File: src/rtl/rf_write_arbiter_pkg.sv
`default_nettype none
// ============================================================================
//  Module   : rf_write_arbiter_pkg
//  Purpose  : Shared widths, FSM state encoding and constants for the
//             register-file write-port arbiter.
//  Revision : 1.0  initial release
// ============================================================================
package rf_write_arbiter_pkg;

    localparam int AW_DEFAULT = 5;
    localparam int DW_DEFAULT = 32;

    // x0 is hard-wired to zero; writes addressed to it are accepted and dropped
    localparam int REG_ZERO   = 0;

    // Highest register zeroed by the clear sequence (x1..x31)
    localparam int CLEAR_LAST = 31;

    typedef enum logic [0:0] {
        ST_ARB   = 1'b0,
        ST_CLEAR = 1'b1
    } state_t;

endpackage : rf_write_arbiter_pkg
`default_nettype wire

File: src/rtl/rf_write_arbiter_rr_arbiter2.sv
`default_nettype none
// ============================================================================
//  Module   : rr_arbiter2
//  Purpose  : Two-way round-robin grant. A lone requester always wins; on a
//             tie the requester that did not win last time is granted.
//  Revision : 1.0  initial release
// ============================================================================
module rr_arbiter2
    import rf_write_arbiter_pkg::*;
(
    input  logic valid0,
    input  logic valid1,
    input  logic last_grant,
    output logic gnt0,
    output logic gnt1
);

    // At most one grant, and never a grant without its valid
    always_comb begin
        gnt0 = valid0 & (~valid1 | last_grant);
        gnt1 = valid1 & (~valid0 | ~last_grant);
    end

endmodule : rr_arbiter2
`default_nettype wire

File: src/rtl/rf_write_arbiter.sv
`default_nettype none
// ============================================================================
//  Module   : rf_write_arbiter
//  Purpose  : Shares the register file write port between two valid/ready
//             write-back requesters (round-robin on ties) and runs a clear
//             sequence that zeroes x1..x31 after reset and on request.
//  Revision : 1.0  initial release
// ============================================================================
module rf_write_arbiter
    import rf_write_arbiter_pkg::*;
#(
    parameter int AW             = AW_DEFAULT,
    parameter int DW             = DW_DEFAULT,
    parameter bit CLEAR_ON_RESET = 1'b1
) (
    input  logic          clk,
    input  logic          rst,
    input  logic          req0_valid,
    input  logic [AW-1:0] req0_addr,
    input  logic [DW-1:0] req0_data,
    output logic          req0_ready,
    input  logic          req1_valid,
    input  logic [AW-1:0] req1_addr,
    input  logic [DW-1:0] req1_data,
    output logic          req1_ready,
    input  logic          clear_start,
    output logic          clear_busy,
    output logic          clear_done,
    output logic          rf_we,
    output logic [AW-1:0] rf_addr,
    output logic [DW-1:0] rf_data
);

    localparam logic [AW-1:0] c_LAST_REG  = AW'(CLEAR_LAST);
    localparam logic [AW-1:0] c_FIRST_REG = AW'(1);
    localparam logic [AW-1:0] c_ZERO_REG  = AW'(REG_ZERO);

    state_t        r_state;
    state_t        w_state_nxt;
    logic [AW-1:0] r_cnt;
    logic [AW-1:0] w_cnt_nxt;
    logic          r_last_grant;
    logic          r_rf_we;
    logic [AW-1:0] r_rf_addr;
    logic [DW-1:0] r_rf_data;
    logic          r_clear_done;
    logic          w_gnt0;
    logic          w_gnt1;
    logic          w_arb_en;

    rr_arbiter2 u_rr (
        .valid0     (req0_valid),
        .valid1     (req1_valid),
        .last_grant (r_last_grant),
        .gnt0       (w_gnt0),
        .gnt1       (w_gnt1)
    );

    // Grants only in ARB, and a same-cycle clear request suppresses them
    always_comb begin
        w_arb_en   = (r_state == ST_ARB) & ~clear_start;
        req0_ready = w_arb_en & w_gnt0;
        req1_ready = w_arb_en & w_gnt1;
        clear_busy = (r_state == ST_CLEAR);
    end

    // FSM state and clear-counter register
    always_ff @(posedge clk) begin
        if (rst) begin
            r_state <= CLEAR_ON_RESET ? ST_CLEAR : ST_ARB;
            r_cnt   <= c_FIRST_REG;
        end else begin
            r_state <= w_state_nxt;
            r_cnt   <= w_cnt_nxt;
        end
    end

    // Next state: enter CLEAR on request, leave after the x31 write
    always_comb begin
        w_state_nxt = r_state;
        w_cnt_nxt   = r_cnt;
        case (r_state)
            ST_ARB: begin
                if (clear_start) begin
                    w_state_nxt = ST_CLEAR;
                    w_cnt_nxt   = c_FIRST_REG;
                end
            end
            ST_CLEAR: begin
                if (r_cnt == c_LAST_REG) begin
                    w_state_nxt = ST_ARB;
                    w_cnt_nxt   = c_FIRST_REG;
                end else begin
                    w_cnt_nxt   = r_cnt + AW'(1);
                end
            end
            default: begin
                w_state_nxt = ST_ARB;
                w_cnt_nxt   = c_FIRST_REG;
            end
        endcase
    end

    // Registered write port: clear writes, granted writes (x0 dropped), or idle
    always_ff @(posedge clk) begin
        if (rst) begin
            r_rf_we      <= 1'b0;
            r_rf_addr    <= '0;
            r_rf_data    <= '0;
            r_clear_done <= 1'b0;
            r_last_grant <= 1'b1;
        end else begin
            r_rf_we      <= 1'b0;
            r_clear_done <= 1'b0;
            if (r_state == ST_CLEAR) begin
                r_rf_we      <= 1'b1;
                r_rf_addr    <= r_cnt;
                r_rf_data    <= '0;
                r_clear_done <= (r_cnt == c_LAST_REG);
            end else if (req0_valid && req0_ready) begin
                r_rf_we      <= (req0_addr != c_ZERO_REG);
                r_rf_addr    <= req0_addr;
                r_rf_data    <= req0_data;
                r_last_grant <= 1'b0;
            end else if (req1_valid && req1_ready) begin
                r_rf_we      <= (req1_addr != c_ZERO_REG);
                r_rf_addr    <= req1_addr;
                r_rf_data    <= req1_data;
                r_last_grant <= 1'b1;
            end
        end
    end

    assign rf_we      = r_rf_we;
    assign rf_addr    = r_rf_addr;
    assign rf_data    = r_rf_data;
    assign clear_done = r_clear_done;

endmodule : rf_write_arbiter
`default_nettype wire

File: config.mk
export PLATFORM = sky130hd
export DESIGN_NAME = rf_write_arbiter
export DESIGN_NICKNAME = d
export VERILOG_FILES = /design/src/rtl/rf_write_arbiter_pkg.sv /design/src/rtl/rf_write_arbiter_rr_arbiter2.sv /design/src/rtl/rf_write_arbiter.sv
export SDC_FILE = /design/constraint.sdc
export NUM_CORES = 1
export LEC_CHECK = 0
export BUFFER_PORTS_ARGS = -buffer_cell sky130_fd_sc_hd__buf_4
export CORE_ASPECT_RATIO = 0.6
export CORE_MARGIN = 4
export CORE_UTILIZATION = 40
export DETAILED_ROUTE_END_ITERATION = 8
export PLACE_DENSITY = 0.83
export SYNTH_ARGS = -nofsm -noshare
export SYNTH_HDL_FRONTEND = slang
export SYNTH_SLANG_ARGS = --single-unit
File: constraint.sdc
create_clock -name clk -period 1.7 [get_ports clk]
set_clock_uncertainty 0.2 [all_clocks]
set_input_delay 0.085 -clock clk [delete_from_list [all_inputs] [get_ports clk]]
set_output_delay 0.085 -clock clk [all_outputs]
set_load 0.03 [all_outputs]
==> results.txt <==
- Derived from the worst setup path, the maximum achievable clock frequency is 603 MHz.
* CTS Root Cell: clkbuf_8
- Summing the areas of all compound-gate instances in the mapped netlist gives 25.9% of the synthesized area.
- Minimum clock period: 1.66 ns
* Pin count of the biggest net entering global routing: 34
* # port buffers: 120
* Initial DRC Count: 74
- Number of nets still failing antenna checks after routing: 0
* Area share of xor/xnor cells in the synthesized design: 0%
* Setup-violating endpoint count in the final report: 0
- CP Launch Type: flip-flop
* Buffers from clock root to sink, at most: 2
* Slew @ Worst Pin: 0.325 ns
* Share of post-route cells with drive strength above 1: 43.5%
* Synthesized-area fraction occupied by and/or/nand/nor cells: 10.3%
- The path with the worst hold slack has its endpoint at r_cnt[4].
* Peak ir drop on the vdd network: 0.341 mV
- The tightest hold path in the finished design has a slack of -0.0233 ns.
- Vias per Instance: 5.06
- The number of pins exceeding their max-slew limit in the final report was 0.
- Measured in cells, the most critical reg-to-reg path has a length of 7.
- The portion of synthesized area spent on multiplexers is 15.1%.
- The signal on the critical path passes through ha_4, and3_4, ha_2, nand2b_4, nor3b_1, a21oi_1, nor2_1.
* First-pass GRT wire length: 12500 um
* Number of search-and-repair iterations in the first detailed-routing pass: 4
- After global routing the overflow that remains totals 0.
* Leak Pwr: 1.99 nW
- Number of vias after detailed routing: 2483
* Detail Placement HPWL: 4560 um
- Post-placement setup slack: -0.0430 ns
- Synth-to-layout area growth: 90.8%
- The kind of cell with the highest combined delay along the critical path is simple AND/OR/NAND/NOR gates.
* Clock tree sinks: 46
- Die area: 6740 um^2
- Dividing total power by cell area gives a power density of 568 nW/um^2.
- The final critical path takes up 97.5% of the cycle.
- STA puts the critical path data required time at 1.74 ns.
* Floorplan row count: 20
- Crit path kind: reg -> reg
- The top cell types in the final layout, fill and taps aside, are buf_4, dlygate4sd3_1, dfxtp_1.
- Initial antenna violation count: 0
* Area of the mapped netlist: 2180 um^2
* Run status: finished, violations left
- Reg-to-reg endpoint: r_cnt[2]
* Initial cell density of the core: 42.3%
- After floorplanning, the core was sized to cover 5150 um^2.
* Violations in the final reports: negative hold slack
* Most common library cell in the layout ignoring fill and taps: buf_4
- The slowest stage of the critical path belongs to the cell dfxtp_1.
- Count of state elements after synthesis: 46
- Chip width: 103 um
- The critical path contains buffers and inverters numbering 0 combined.
* Post-layout util: 80.8%
- The worst register-to-register path begins at r_cnt[1].
- The number of different library cells used by synthesis comes to 32.
- After routing the design area is 4160 um^2.
* Main combinational cell family by area after synthesis: compound AO/OA/AOI/OAI gates
- Min-delay worst type: in -> reg
- Data arrival time of the critical path: 1.69 ns
- Max-cap violations: 0
- Dividing the synthesized area by the synthesized cell count gives 9.61 um^2.
* Total inserted antenna cells: 0
* Kind of capture point of the worst setup path: flip-flop
- Seq/Total Area, Yosys: 42.2%
* Vias in the first global route: 2551
- For this run, the post-layout net count is 506.
- The number of nets handed over by synthesis was 308.
- Setup slack closes at 0.0420 ns.
- Number of clock buffers inserted by TritonCTS: 5
- The later pin in the worst-skew pair is clocked with a latency of 0.29 ns.
* Area share of fa/ha/maj cells after synthesis: 1.15%
- Once placement finished, the instance area stood at 3190 um^2.
- Remaining routing DRC violations: 0
* Routed wire per std cell: 16.5 um
- For this run, the slowest stage of the critical path takes 0.34 ns.
- Die height: 65.2 um
- Along the worst path, the maximum fanout reaches 5.
- CTS built an H-tree with a depth of 2.
- For this run, the number of Yosys warnings is 0.
- Combined global-route utilization of all metal layers: 23.7%
- The count of endpoints failing hold in the final timing report was 2.
- # hold bufs at CTS: 75
- Headroom to the max-slew limit: 78.2%
* Worst-path clk slew: 0.08 ns
* Gpl congestion: 0.886
- R2r setup slk: 0.04 ns
* Total Routed Length: 8120 um
- Clock tree from TritonCTS: yes
* Hold Path Stages: 4
- Start point of the worst hold path: clear_start
- In this run the count of I/O pins placed on the die edge is 121.
- Post-Synthesis Cells: 227
-- power by group --
| part | total [mW] | internal (mW) | switching, mW |
|---|---|---|---|
| logic | 0.424 | 0.279 | 0.145 |
| registers | 1.11 | 1.09 | 0.0158 |
| clock network | 0.831 | 0.471 | 0.360 |
-- routing by layer --
layer / GRT usage [%] / up-vias / routed length [um] / part of all wire, %
li1: - / 1224 / - / -
met5: 0 / - / 0 / 0
met2: 41.8 / 108 / 4010 / 49
met3: 7.42 / 16 / 715 / 8.8
met1: 27.9 / 1135 / 3250 / 40
met4: 5.98 / 0 / 150 / 1.8
-- layout make-up --
class                   count  area [um^2]
flip-flops and latches     46          923
inverters                   2         7.51
fillers                   311          992
clock inverters             1         30.0
clock buffers               6         82.6
repair buffers            207         1820
multi-input cells         163         1220
well taps                  66         82.6
-- cells in the mapped netlist (all sizes together) --
cell type  number  share of area, %
or4             2              0.69
a211oi          1              0.34
dfxtp          46                42
and3            2              0.57
nor2           13               3.1
nor2b           1              0.29
clkbuf          5              0.86
a21oi          37                13
a31oi           6               1.7
ha              2               1.1
nand4           1              0.29
or2             2              0.57
nand3           5               1.4
o21ai          37               8.5
inv             2              0.34
a211o           1              0.40
nand2           9               1.5
a22oi           4               1.4
o22ai           1              0.29
mux2i          33                15
nor3b           3               1.0
buf            11               4.1
nand2b          3              0.86
-- cells by family after synthesis --
logic type               after synthesis
AND/OR/NAND/NOR                       41
AO/OA/AOI/OAI                         87
adder cells (fa/ha/maj)                2
buffers and inverters                 18
flip-flops                            46
multiplexers                          33
-- worst register-to-register path, cell delays in order, from the launching register on --
cell and delay [ns]:
dfxtp_1 0.34, ha_4 0.17, and3_4 0.17, ha_2 0.17, nand2b_4 0.17, nor3b_1 0.23
a21oi_1 0.06, nor2_1 0.09
-- worst max-delay path by stage --
stage	startpoint	endpoint	cells past startpoint
2_1_floorplan	r_cnt[0]	r_cnt[3]	7
3_3_place_gp	r_cnt[0]	r_cnt[3]	7
3_5_place_dp	r_cnt[0]	r_cnt[3]	7
4_1_cts	r_cnt[0]	r_cnt[3]	7
5_1_grt	clear_busy	req0_ready	5
6_report	r_cnt[1]	r_cnt[2]	7
-- per-stage QoR --
| stage | total power, mW | TNS, ns | std cells |
|---|---|---|---|
| after detailed placement | 1.39 | -0.0455 | 407 |
| after floorplan | 1.21 | 0 | 227 |
| final | 2.36 | 0 | 491 |
| after CTS | 2.34 | 0 | 490 |
| after global routing | 2.45 | -0.00499 | 491 |
| after global placement | 1.38 | 0 | 407 |
-- flip-flops by register name, indices dropped and copies added, names as in the netlist --
signal / count
r_cnt: 5
rf_addr: 5
rf_we: 1
r_last_grant: 1
clear_busy: 1
clear_done: 1
rf_data: 32
-- what timing repair did --
item	4_1_cts	5_1_grt
pin swaps	0	2
setup endpoints to repair	3	39
buffers inserted	0	1
hold endpoints to repair	46	2
gates cloned	1	0
gates resized for setup	4	13
Power figures use the tool's default switching activity.
